[src/rtl/fetch_redirect_ctrl.sv]
// Redirect scheduler in front of the fetch-stage PC register.
// Arbitrates four redirect sources, holds the winner until fetch accepts it.
module fetch_redirect_ctrl #(
    parameter int PC_BITS  = 32,
    parameter int CNT_BITS = 16
) (
    input  logic                clk,
    input  logic                rst_n,
    input  logic                flush_req,
    input  logic [PC_BITS-1:0]  flush_pc,
    input  logic                mispred_req,
    input  logic [PC_BITS-1:0]  mispred_pc,
    input  logic                realign_req,
    input  logic [PC_BITS-1:0]  realign_pc,
    input  logic                ret_req,
    input  logic [PC_BITS-1:0]  ret_pc,
    input  logic                fetch_ack,
    output logic                redir_valid,
    output logic [PC_BITS-1:0]  redir_pc,
    output logic [1:0]          redir_src,
    output logic                kill_o,
    output logic [CNT_BITS-1:0] cnt_flush,
    output logic [CNT_BITS-1:0] cnt_other,
    output logic [CNT_BITS-1:0] cnt_drop
);

    typedef enum logic {IDLE, PEND} state_t;

    state_t             state, state_nx;
    logic [PC_BITS-1:0] pend_pc, pend_pc_nx;
    logic [1:0]         pend_src, pend_src_nx;

    logic               win_any;
    logic [PC_BITS-1:0] win_pc;
    logic [1:0]         win_src;
    logic [2:0]         nreq;
    logic [2:0]         drop_inc;
    logic               inc_flush, inc_other;

    logic [CNT_BITS:0]  drop_sum;
    logic [CNT_BITS:0]  flush_sum;
    logic [CNT_BITS:0]  other_sum;

    // Fixed-priority winner of this cycle's requests and request count
    always_comb begin
        win_any = 1'b1;
        win_pc  = ret_pc;
        win_src = 2'd0;
        if (flush_req) begin
            win_pc  = flush_pc;
            win_src = 2'd3;
        end else if (mispred_req) begin
            win_pc  = mispred_pc;
            win_src = 2'd2;
        end else if (realign_req) begin
            win_pc  = realign_pc;
            win_src = 2'd1;
        end else if (!ret_req) begin
            win_any = 1'b0;
        end
        nreq = {2'b0, flush_req} + {2'b0, mispred_req}
             + {2'b0, realign_req} + {2'b0, ret_req};
    end

    // Next pending entry, drop accounting and consume events
    always_comb begin
        state_nx    = state;
        pend_pc_nx  = pend_pc;
        pend_src_nx = pend_src;
        inc_flush   = 1'b0;
        inc_other   = 1'b0;
        drop_inc    = win_any ? nreq - 3'd1 : 3'd0;
        unique case (state)
            IDLE: begin
                if (win_any) begin
                    state_nx    = PEND;
                    pend_pc_nx  = win_pc;
                    pend_src_nx = win_src;
                end
            end
            PEND: begin
                if (fetch_ack) begin
                    inc_flush = (pend_src == 2'd3);
                    inc_other = (pend_src != 2'd3);
                    if (win_any) begin
                        pend_pc_nx  = win_pc;
                        pend_src_nx = win_src;
                    end else begin
                        state_nx = IDLE;
                    end
                end else if (win_any) begin
                    // Either the old entry or the new winner is lost
                    drop_inc = drop_inc + 3'd1;
                    if (win_src > pend_src) begin
                        pend_pc_nx  = win_pc;
                        pend_src_nx = win_src;
                    end
                end
            end
            default: state_nx = IDLE;
        endcase
    end

    assign drop_sum  = {1'b0, cnt_drop}
                     + {{(CNT_BITS-2){1'b0}}, drop_inc};
    assign flush_sum = {1'b0, cnt_flush} + {{CNT_BITS{1'b0}}, inc_flush};
    assign other_sum = {1'b0, cnt_other} + {{CNT_BITS{1'b0}}, inc_other};

    // Pending register and state
    always_ff @(posedge clk or negedge rst_n) begin
        if (!rst_n) begin
            state    <= IDLE;
            pend_pc  <= '0;
            pend_src <= '0;
        end else begin
            state    <= state_nx;
            pend_pc  <= pend_pc_nx;
            pend_src <= pend_src_nx;
        end
    end

    // Saturating benchmark counters
    always_ff @(posedge clk or negedge rst_n) begin
        if (!rst_n) begin
            cnt_flush <= '0;
            cnt_other <= '0;
            cnt_drop  <= '0;
        end else begin
            cnt_flush <= flush_sum[CNT_BITS] ? '1 : flush_sum[CNT_BITS-1:0];
            cnt_other <= other_sum[CNT_BITS] ? '1 : other_sum[CNT_BITS-1:0];
            cnt_drop  <= drop_sum[CNT_BITS]  ? '1 : drop_sum[CNT_BITS-1:0];
        end
    end

    assign redir_valid = (state == PEND);
    assign redir_pc    = pend_pc;
    assign redir_src   = pend_src;
    assign kill_o      = redir_valid | flush_req | mispred_req
                       | realign_req | ret_req;

endmodule

[config.mk]
export PLATFORM = sky130hd
export DESIGN_NAME = fetch_redirect_ctrl
export DESIGN_NICKNAME = d
export VERILOG_FILES = /design/src/rtl/fetch_redirect_ctrl.sv
export SDC_FILE = /design/constraint.sdc
export NUM_CORES = 1
export LEC_CHECK = 0
export ABC_CLOCK_PERIOD_IN_PS = 6400
export BUFFER_PORTS_ARGS = -buffer_cell sky130_fd_sc_hd__buf_2
export CORE_UTILIZATION = 42
export DETAILED_ROUTE_END_ITERATION = 7
export GPL_TIMING_DRIVEN = 0
export PLACE_DENSITY = 0.72
export SLEW_MARGIN = 0
export SYNTH_ARGS = -nofsm -noshare
export SYNTH_HDL_FRONTEND = slang
export SYNTH_SLANG_ARGS = --single-unit
[constraint.sdc]
create_clock -name clk -period 6.4 [get_ports clk]
set_input_delay 1.28 -clock clk [delete_from_list [all_inputs] [get_ports clk]]
set_output_delay 1.28 -clock clk [all_outputs]
set_load 0.05 [all_outputs]
Yosys cells after proc, flatten, opt, wreduce, memory -nomap -nowiden
Index checks and enable logic that the tools add are counted.
{"block": "totals", "ff_bits": 83, "word_cells": 59}
{"block": "classes", "n_addsub": 8, "order_cmp": 1, "n_eq_ne": 4, "mux": 34, "bitwise": 5, "n_reduce_logical": 1}
{"operator": "$mux 32", "count": 7}
{"operator": "$pmux 32 s2", "count": 1}
{"operator": "$mux 16", "count": 3}
{"operator": "$add 16x1->17", "count": 2}
{"operator": "$add 16x3->17", "count": 1}
{"operator": "$mux 2", "count": 6}
{"operator": "$mux 3", "count": 4}
{"operator": "$mux 1", "count": 11}
{"operator": "$ne 3x2->1 const B", "count": 2}
{"operator": "$or 1x1->1", "count": 4}
{"operator": "$pmux 2 s2", "count": 1}
{"operator": "$add 2x1->3", "count": 1}
{"operator": "$add 3x1->3", "count": 1}
{"operator": "$add 3x1->3 const B", "count": 1}
{"operator": "$sub 3x1->3 const B", "count": 1}
{"operator": "$add 1x1->2", "count": 1}
{"operator": "$eq 2x2->1 const B", "count": 1}
{"operator": "$gt 2x2->1", "count": 1}
{"operator": "$ne 2x2->1 const B", "count": 1}
{"operator": "$pmux 1 s2", "count": 1}
{"operator": "$reduce_and 2->1", "count": 1}
{"operator": "$not 1->1", "count": 1}

Depth between registers and ports, before layout
Gate-level depths: netlist of run 1.
{"block": "logic_depth", "word_depth": 11, "depth_mapped": 16}

Worst setup path before layout of run 1
Ideal clock, no wire load.
{"block": "synth_timing", "path_kind": "input to register", "startpoint": "input flush_req", "endpoint": "register cnt_drop[14]", "arrival_time_ps": 4764, "required_time_ps": 6275, "setup_slack_ps": 1511, "path_stages": 15, "path_cell_list": "clkbuf_1 > clkbuf_1 > inv_1 > ha_1 > fa_1 > ha_1 > nor2_1 > ha_1 > a21oi_1 > or2_2 > fa_1 > nor2b_1 > o2111ai_1 > nor2_1 > mux2_2"}
{"block": "synth_via", "elab_chain_cells": 11, "word_cells_on_any_way": 12, "cone_classes": "6 x add/sub; 6 x mux"}
{"element": "start: declaration", "line_no": "9", "text": "input logic flush_req,"}
{"element": "$add 1x1->2", "line_no": "61", "text": "nreq = {2'b0, flush_req} + {2'b0, mispred_req}"}
{"element": "$add 2x1->3", "line_no": "62", "text": "+ {2'b0, realign_req} + {2'b0, ret_req};"}
{"element": "$add 3x1->3", "line_no": "62"}
{"element": "$sub 3x1->3", "line_no": "72", "text": "drop_inc = win_any ? nreq - 3'd1 : 3'd0;"}
{"element": "$mux 3", "line_no": "72"}
{"element": "$add 3x1->3", "line_no": "93", "text": "drop_inc = drop_inc + 3'd1;"}
{"element": "$mux 3", "line_no": "91", "text": "end else if (win_any) begin"}
{"element": "$mux 3", "line_no": "82", "text": "if (fetch_ack) begin"}
{"element": "$mux 3 (*)", "line_no": "73", "text": "unique case (state)"}
{"element": "$add 16x3->17 (*)", "line_no": "105", "text": "+ {{(CNT_BITS-2){1'b0}}, drop_inc};"}
{"element": "$mux 16 (*)", "line_no": "131", "text": "cnt_drop <= drop_sum[CNT_BITS] ? '1 : drop_sum[CNT_BITS-1:0];"}
{"element": "end signal: assignment", "line_no": "131"}
{"element": "end: declaration", "line_no": "24", "text": "output logic [CNT_BITS-1:0] cnt_drop"}
Mark *: on every way between the ends. The rest lies on a longest branch, timed or not.
A chain may end at the register's enable or synchronous reset.

Worst setup path in the final report of run 1
{"block": "layout_timing", "startpoint": "input flush_req", "endpoint": "register cnt_drop[1]"}
The elaborated chain is that of the path after synthesis.

==> results of run 1 <==
-- cells in the mapped netlist, types with 5 or more instances --
master | number | area, um2
sky130_fd_sc_hd__a21oi_1 | 9 | 45.0
sky130_fd_sc_hd__and3_1 | 6 | 37.5
sky130_fd_sc_hd__buf_2 | 9 | 45.0
sky130_fd_sc_hd__clkbuf_1 | 8 | 30.0
sky130_fd_sc_hd__dfrtp_1 | 83 | 2080
sky130_fd_sc_hd__ha_1 | 12 | 150
sky130_fd_sc_hd__inv_1 | 14 | 52.6
sky130_fd_sc_hd__mux2_2 | 38 | 428
sky130_fd_sc_hd__mux2_4 | 28 | 420
sky130_fd_sc_hd__mux2i_1 | 35 | 350
sky130_fd_sc_hd__nand2_1 | 78 | 293
sky130_fd_sc_hd__nand2b_1 | 8 | 50.1
sky130_fd_sc_hd__nand3_1 | 12 | 60.1
sky130_fd_sc_hd__nand4_1 | 8 | 50.1
sky130_fd_sc_hd__nor2_1 | 19 | 71.3
sky130_fd_sc_hd__nor3_1 | 7 | 35.0
sky130_fd_sc_hd__nor4_1 | 5 | 31.3
sky130_fd_sc_hd__o21ai_0 | 44 | 220
sky130_fd_sc_hd__xnor2_1 | 20 | 175
sky130_fd_sc_hd__xor2_1 | 7 | 61.3
-- logic make-up (layout without fill, tap and decap cells) --
family | Yosys count | in the layout | synth area share
adders and majority gates | 14 | 14 | 0.0375
buffers and inverters | 35 | 267 | 0.0325
muxes | 102 | 102 | 0.238
and+or+nand+nor | 163 | 163 | 0.157
DFF | 83 | 83 | 0.409
AOI/OAI and AO/OA | 69 | 69 | 0.0789
xor gates and xnor gates | 27 | 27 | 0.0466
-- cell type report --
cell class / count / area [um2] / area share
multi-input combinational: 375 / 2840 / 0.427
clock inverter: 2 / 13.8 / 0.00208
tap: 143 / 179 / 0.0270
timing repair buffer: 218 / 1120 / 0.168
sequential: 83 / 2080 / 0.313
inverter: 15 / 56.3 / 0.00849
buffer: 20 / 109 / 0.0164
clock buffer: 12 / 246 / 0.0372
-- power groups by stage --
| stage | Clock (mW) | Sequential (mW) | Combinational, mW |
|---|---|---|---|
| floorplan | 0 | 1.23 | 0.393 |
| CTS | 0.481 | 0.779 | 1.14 |
| detailed placement | 0 | 0.784 | 1.13 |
| global placement | 0 | 0.777 | 1.11 |
| finish | 0.469 | 0.779 | 1.13 |
| global route | 0.503 | 0.800 | 1.20 |
-- path summary, 6_finish.rpt --
| check | start | endpoint |
|---|---|---|
| min in group asynchronous | rst_n | cnt_flush[4]$_DFF_PN0_ |
| max | flush_req | cnt_drop[1]$_DFF_PN0_ |
| min reg2reg | redir_pc[3]$_DFFE_PN0P_ | redir_pc[3]$_DFFE_PN0P_ |
| max in group asynchronous | rst_n | redir_pc[15]$_DFFE_PN0P_ |
| min | redir_pc[3]$_DFFE_PN0P_ | redir_pc[3]$_DFFE_PN0P_ |
| max reg2reg | redir_valid$_DFF_PN0_ | cnt_drop[1]$_DFF_PN0_ |
-- layout by cell type, fill, tap and decap left out, drive strengths merged, types with 6 or more instances in the layout --
master    n
a21oi    10
and3      6
buf     230
clkbuf   20
dfrtp    83
ha       12
inv      15
mux2     67
mux2i    35
nand2    79
nand2b    8
nand3    13
nand4     9
nor2     19
nor3      9
o21ai    44
xnor2    20
xor2      7
-- critical path, delay by kind of cell --
kind | cells | cell delay [ns]
fa+ha+maj | 5 | 1.69
buf+inv | 5 | 1.33
simple gates | 4 | 0.89
compound gates | 2 | 0.36
-- metal layers --
metal  wire length [um]  up-vias
met4                204        0
met5                  0        -
met2               6580      136
li1                   -     2200
met3                690       16
met1               6010     2180
-- sequential cells by signal (all words and copies together), names as in the netlist --
| signal | flops |
|---|---|
| cnt_drop | 16 |
| redir_src | 2 |
| cnt_flush | 16 |
| cnt_other | 16 |
| redir_pc | 32 |
| redir_valid | 1 |
==> summary.md, run 1 <==
| Metric | Value |
|---|---|
| Post-synth cell types | `48` |
| Area Overhead vs Synth | `30.6%` |
| Proportion of power drawn by the clock network | `0.198` |
| Sum of internal, switching and leakage power | `2.37 mW` |
| Pins Over Slew Limit | `0` |
| Capturing element type of the critical path | `register` |
| Async set-or-reset flop fraction in the synthesized netlist | `1.00` |
| Post-synthesis instance total | `493` |
| Worst setup path class | `in -> reg` |
| Layout cells sized above 1 | `0.440` |
| Failing checks | `DRC` |
| Drt via density | `5.22` |
| Cell chain of the critical path | `buf_2 -> clkbuf_1 -> clkbuf_1 -> inv_1 -> ha_1 -> fa_1 -> ha_1 -> nor2_1 -> ha_1 -> a21oi_1 -> or2_2 -> fa_1 -> nor2b_1 -> o2111ai_1 -> clkbuf_1 -> nand2_1` |
| Die W | `112 um` |
| Power Density | `358 nW/um2` |
| Clock-pin transition on the worst setup and hold timing paths | `0.06 ns` |
| Global-route met1 utilization | `0.280` |
| IR Drop Worst-Case VDD | `0.000201 V` |
| Maximum fanout along the worst path | `10` |
| Clock tree from TritonCTS | `done` |
| Diode count | `0` |
| Relative contribution of sequential cells to total power | `0.328` |
| IO Port Bufs | `217` |
| Post-Place Worst Slack | `0.698 ns` |
| Via count of the first global-routing pass | `4459` |
| GRT met2 Usage | `0.365` |
| Resized cells post-CTS | `0` |
| Hold depth | `1` |
| Number of antenna violations at the first check in global routing | `0` |
| Setup repair after global routing missed its margin | `no` |
| H-tree depth reported by CTS | `3` |
| Final setup violating endpoints | `0` |
| Worst clock skew | `0.00988 ns` |
| Die H | `112 um` |
| M3 GR Usage | `0.0512` |
| Switching power total | `1.08 mW` |
| Cell count after placement | `854` |
| Post-DR wirelength/cell | `15.5 um` |
| Worst-path cell with the longest stage delay | `sky130_fd_sc_hd__clkbuf_1` |
| Slack of the worst reg-to-reg path | `3.66 ns` |
| Clock tree sinks | `83` |
| Skew-Pair Late Insertion Delay | `0.34 ns` |
| First-pass detailed-route iteration total | `7` |
| Maximum number of pins on one net before global-route repair | `52` |
| Synthesized Nets | `642` |
| Violation count after the first detailed-routing iteration | `207` |
| Commonest register cell after synthesis | `sky130_fd_sc_hd__dfrtp_1` |
| Global-route wire length before repair | `21.5 mm` |
| Final wirelength | `13.5 mm` |
| Yosys Warn Count | `0` |
| Run status | `finished with violations` |
| Final Net Count | `871` |
| Part of the Yosys area used for sequential elements | `0.409` |
| Area of the mapped netlist | `5080 um2` |
| Number of standard cells in the final layout excluding fillers | `868` |
| Final count of hold timing violations | `0` |
| Residual antenna-violating net count after detailed routing | `0` |
| Switching fraction of total power | `0.454` |
| Routability congestion estimate | `0.902` |
| Initial core utilization | `0.437` |
| CTS max path bufs | `2` |
| Final core utilization | `0.571` |
| Max transition margin | `0.645` |
| Busiest layer in global routing | `met2` |
| Worst setup margin | `1.11 ns` |
| Actual slew at the worst max-slew pin | `0.533 ns` |
| Io pins | `219` |
| Final instance area | `6630 um2` |
| Critical Path AT | `5.56 ns` |
| Placement-stage cell area | `6370 um2` |
| Core area | `11600 um2` |
| Leakage power summed over all cells | `3.50 nW` |
| Startpoint class of the critical path | `input pin` |
| Period utilization | `0.826` |
| Hold Path Class | `reg -> reg` |
| Site Rows | `39` |
| Logic gate share of total power | `0.474` |
| Internal power | `1.30 mW` |
| Overall die area | `12500 um2` |
| Hold buffer count at cts | `0` |
| WHS | `0.500 ns` |
| Vias after detailed routing | `4532` |
| Reported max-cap violation count | `0` |
| Remaining DRCs | `13` |
| Fillers | `1050` |
| Tot GR Track Use | `0.218` |
| Global route overflow | `0` |
| Root Buffer | `sky130_fd_sc_hd__clkbuf_16` |
| Worst Path Required | `6.67 ns` |
| Critical path's largest stage delay | `0.41 ns` |
| FF-to-FF path depth | `9` |
| Register bit total from synthesis | `83` |
| Placed wire-length estimate | `10.5 mm` |
| Number of buffers inserted during clock tree synthesis | `9` |
| Average size of a mapped cell | `10.3 um2` |
| Setup Total Neg Slack | `0 ns` |
| Count of flip-flops with a built-in enable after synthesis | `0` |
| Buffers inserted by post-CTS timing repair | `0` |
| Upper clock frequency limit | `189 MHz` |
| Period minus WS final | `5.29 ns` |
No activity file was read; power rests on OpenSTA's default activity.
==> inputs of run 2 (changes only) <==
--- a/config.mk
+++ b/config.mk
@@ -5,12 +5,12 @@
 export SDC_FILE = /design/constraint.sdc
 export NUM_CORES = 1
 export LEC_CHECK = 0
-export ABC_CLOCK_PERIOD_IN_PS = 6400
+export ABC_CLOCK_PERIOD_IN_PS = 4800
 export BUFFER_PORTS_ARGS = -buffer_cell sky130_fd_sc_hd__buf_2
 export CORE_UTILIZATION = 42
 export DETAILED_ROUTE_END_ITERATION = 7
 export GPL_TIMING_DRIVEN = 0
-export PLACE_DENSITY = 0.72
+export PLACE_DENSITY = 0.75
 export SLEW_MARGIN = 0
 export SYNTH_ARGS = -nofsm -noshare
 export SYNTH_HDL_FRONTEND = slang
==> constraint.sdc (replaced) <==
create_clock -name clk -period 4.8 [get_ports clk]
set_input_delay 0.96 -clock clk [delete_from_list [all_inputs] [get_ports clk]]
set_output_delay 0.96 -clock clk [all_outputs]
set_load 0.05 [all_outputs]
==> summary.md, run 2 (synthesis results as in run 1) <==
| Metric | Value |
|---|---|
| Diode count | `0 (unchanged)` |
| Setup repair after global routing missed its margin | `no (unchanged)` |
| Global-route wire length before repair | `21.5 mm (about the same)` |
| Worst Path Required | `5.01 ns (was 6.67 ns)` |
| Clock tree sinks | `83 (unchanged)` |
| Startpoint of the worst register-to-register path | `redir_valid$_DFF_PN0_ (unchanged)` |
| Io pins | `219 (unchanged)` |
| Startpoint class of the critical path | `input pin (unchanged)` |
| H-tree depth reported by CTS | `3 (unchanged)` |
| Critical Path AT | `4.63 ns (was 5.56 ns)` |
| Routability congestion estimate | `0.919 (was 0.902)` |
| Final wirelength | `13.7 mm (was 13.5 mm)` |
| Hold Path Class | `reg -> reg (unchanged)` |
| First-pass detailed-route iteration total | `6 (was 7)` |
| Violation count after the first detailed-routing iteration | `264 (was 207)` |
| Hold wc startpoint | `redir_pc[14]$_DFFE_PN0P_ (was redir_pc[3]$_DFFE_PN0P_)` |
| Final Net Count | `870 (was 871)` |
| Number of antenna violations at the first check in global routing | `0 (unchanged)` |
| Placed wire-length estimate | `10.8 mm (was 10.5 mm)` |
| Final count of hold timing violations | `0 (unchanged)` |
| Tot GR Track Use | `0.217 (was 0.218)` |
| Remaining DRCs | `7 (was 13)` |
| Maximum fanout along the worst path | `12 (was 10)` |
| Power Density | `485 nW/um2 (was 358 nW/um2)` |
| Max transition margin | `0.657 (was 0.645)` |
| Worst Hold Endpoint | `redir_pc[14]$_DFFE_PN0P_ (was redir_pc[3]$_DFFE_PN0P_)` |
| Clock tree from TritonCTS | `done (unchanged)` |
| Overall die area | `12500 um2 (unchanged)` |
| Failing checks | `DRC (unchanged)` |
| Max reg flops | `32 (unchanged)` |
| CTS max path bufs | `2 (unchanged)` |
| Clock-pin transition on the worst setup and hold timing paths | `0.06 ns (about the same)` |
| Die W | `112 um (unchanged)` |
| Root Buffer | `sky130_fd_sc_hd__clkbuf_16 (unchanged)` |
| Number of buffers inserted during clock tree synthesis | `9 (unchanged)` |
| Worst clock skew | `0.00851 ns (was 0.00988 ns)` |
| Post-DR wirelength/cell | `15.7 um (was 15.5 um)` |
| Amount of wire on met3 after detailed routing | `747 um (was 690 um)` |
| Leakage power summed over all cells | `3.52 nW (was 3.50 nW)` |
| Pins Over Slew Limit | `0 (unchanged)` |
| RR Endpoint | `cnt_drop[14]$_DFF_PN0_ (was cnt_drop[1]$_DFF_PN0_)` |
| Bufs and invs on worst path | `3 (was 5)` |
| Post-Route M1 WL | `5.81 mm (was 6.01 mm)` |
| Most frequent cell on the critical path | `sky130_fd_sc_hd__ha_1` |
| Most used cells in the layout excluding fill and tap cells | `sky130_fd_sc_hd__buf_2 (225), sky130_fd_sc_hd__dfrtp_1 (83), sky130_fd_sc_hd__nand2_1 (78) (unchanged)` |
| Met2 layer wire length in the routed design | `6.88 mm (was 6.58 mm)` |
| Final setup violating endpoints | `0 (unchanged)` |
| Fillers | `1010 (was 1050)` |
| Vias after detailed routing | `4494 (was 4532)` |
| Most common library cell in the layout ignoring fill and taps | `sky130_fd_sc_hd__buf_2 (unchanged)` |
| Setup Total Neg Slack | `0 ns (unchanged)` |
| IO Port Bufs | `217 (unchanged)` |
| Core area | `11600 um2 (unchanged)` |
| Area Overhead vs Synth | `31.3% (was 30.6%)` |
| Hold depth | `1 (unchanged)` |
| Drt via density | `5.18 (was 5.22)` |
| IR Drop Worst-Case VDD | `0.000297 V (was 0.000201 V)` |
| Period utilization | `0.920` |
| Skew-Pair Late Insertion Delay | `0.33 ns (was 0.34 ns)` |
| Slack of the worst reg-to-reg path | `2.18 ns (was 3.66 ns)` |
| Critical path's largest stage delay | `0.42 ns (was 0.41 ns)` |
| FF-to-FF path depth | `9 (unchanged)` |
| Capturing element type of the critical path | `register (unchanged)` |
| Worst setup path class | `in -> reg (unchanged)` |
| Initial core utilization | `0.437 (unchanged)` |
| Global route overflow | `0 (unchanged)` |
| Run status | `finished with violations (unchanged)` |
| Worst-path cell with the longest stage delay | `sky130_fd_sc_hd__fa_1 (was sky130_fd_sc_hd__clkbuf_1)` |
| Via count of the first global-routing pass | `4500 (was 4459)` |
| Actual slew at the worst max-slew pin | `0.514 ns (was 0.533 ns)` |
| Area taken by multi-input logic gates | `2840 um2 (about the same)` |
| Upper clock frequency limit | `227 MHz` |
| Cell chain of the critical path | `buf_2 -> clkbuf_2 -> inv_1 -> ha_1 -> fa_1 -> ha_1 -> nor2_1 -> ha_1 -> a21oi_1 -> or2_2 -> fa_1 -> nor2b_2 -> o2111ai_1 -> nor2_1 -> mux2_2 (was buf_2 -> clkbuf_1 -> clkbuf_1 -> inv_1 -> ha_1 -> fa_1 -> ha_1 -> nor2_1 -> ha_1 -> a21oi_1 -> or2_2 -> fa_1 -> nor2b_1 -> o2111ai_1 -> clkbuf_1 -> nand2_1)` |
| Top Family by Delay on Critical Path | `adder cells (unchanged)` |
| Maximum number of pins on one net before global-route repair | `46 (was 52)` |
| Period minus WS final | `4.41 ns` |
| Uppermost layer routed | `met4 (unchanged)` |
| Sum of internal, switching and leakage power | `3.23 mW (was 2.37 mW)` |
| Site Rows | `39 (unchanged)` |
| Residual antenna-violating net count after detailed routing | `0 (unchanged)` |
| Reported max-cap violation count | `0 (unchanged)` |
| Layout cells sized above 1 | `0.448 (was 0.440)` |
| Die H | `112 um (unchanged)` |
| Register area | `2080 um2 (unchanged)` |
run 2: changes by cell type in the layout (fill, tap and decap cells not counted):
cell | before | now
sky130_fd_sc_hd__clkbuf_1 | 10 | 5
sky130_fd_sc_hd__clkbuf_2 | 0 | 2
sky130_fd_sc_hd__clkinv_2 | 1 | 3
sky130_fd_sc_hd__bufinv_16 | 0 | 1
sky130_fd_sc_hd__nor2b_1 | 4 | 3
sky130_fd_sc_hd__nor2b_2 | 0 | 1
run 2: layout make-up:
type / instances / area share
Tap cell: 143 / 0.0268
Sequential cell: 83 / 0.312
Multi-Input combinational cell: 375 / 0.426
Inverter: 15 / 0.00845
Buffer: 19 / 0.0161
Timing Repair Buffer: 218 / 0.167
Clock buffer: 10 / 0.0358
Clock inverter: 5 / 0.00807
run 2: what timing repair did:
action,in CTS,in global routing
resized for setup,2,2
hold buffers,0,0
setup buffers,0,0
endpoints found under the setup margin,11,11
run 2: metrics by stage:
step	utilization	hold WS (ns)	setup slack, ns	area (um2)	instances
6_report	0.574	0.507	0.386	6670	868
3_5_place_dp	0.549	0.492	-0.479	6370	854
4_1_cts	0.574	0.510	0.106	6670	869
2_1_floorplan	-	0.664	0.231	5080	493
3_3_place_gp	0.546	0.489	-0.459	6340	853
5_1_grt	0.574	0.518	0.133	6670	868
run 2: worst reg2reg max path, stage by stage, from the launching register on:
cell                        delay [ns]
sky130_fd_sc_hd__dfrtp_1          0.41
sky130_fd_sc_hd__and2b_1          0.25
sky130_fd_sc_hd__nor2_1           0.11
sky130_fd_sc_hd__a21oi_1          0.06
sky130_fd_sc_hd__or2_2            0.30
sky130_fd_sc_hd__fa_1             0.42
sky130_fd_sc_hd__nor2b_2          0.28
sky130_fd_sc_hd__o2111ai_1        0.20
sky130_fd_sc_hd__nor2_1           0.14
sky130_fd_sc_hd__mux2_2           0.34
run 2: how the worst max path moves through the flow:
stage	from	endpoint	slack, ns	cells after the start
6_report	flush_req	cnt_drop[14]$_DFF_PN0_	0.39	15
5_1_grt	flush_req	cnt_drop[14]$_DFF_PN0_	0.13	15
4_1_cts	flush_req	cnt_drop[14]$_DFF_PN0_	0.11	16
3_5_place_dp	flush_req	cnt_drop[14]$_DFF_PN0_	-0.48	16
3_3_place_gp	flush_req	cnt_drop[14]$_DFF_PN0_	-0.46	16
2_1_floorplan	flush_req	cnt_drop[14]$_DFF_PN0_	0.23	15
run 2: where the power goes:
group / total (mW) / switching (mW) / internal [mW] / leakage (nW)
registers: 1.04 / 0.166 / 0.877 / 1.03
logic: 1.52 / 1.02 / 0.493 / 2.34
clock network: 0.676 / 0.264 / 0.412 / 0.148
run 2: per-layer routing:
layer,vias to the layer above,global-route usage
li1,2194,-
met1,2131,0.273
met2,154,0.376
met3,15,0.0425
met4,0,0.0693
met5,-,0
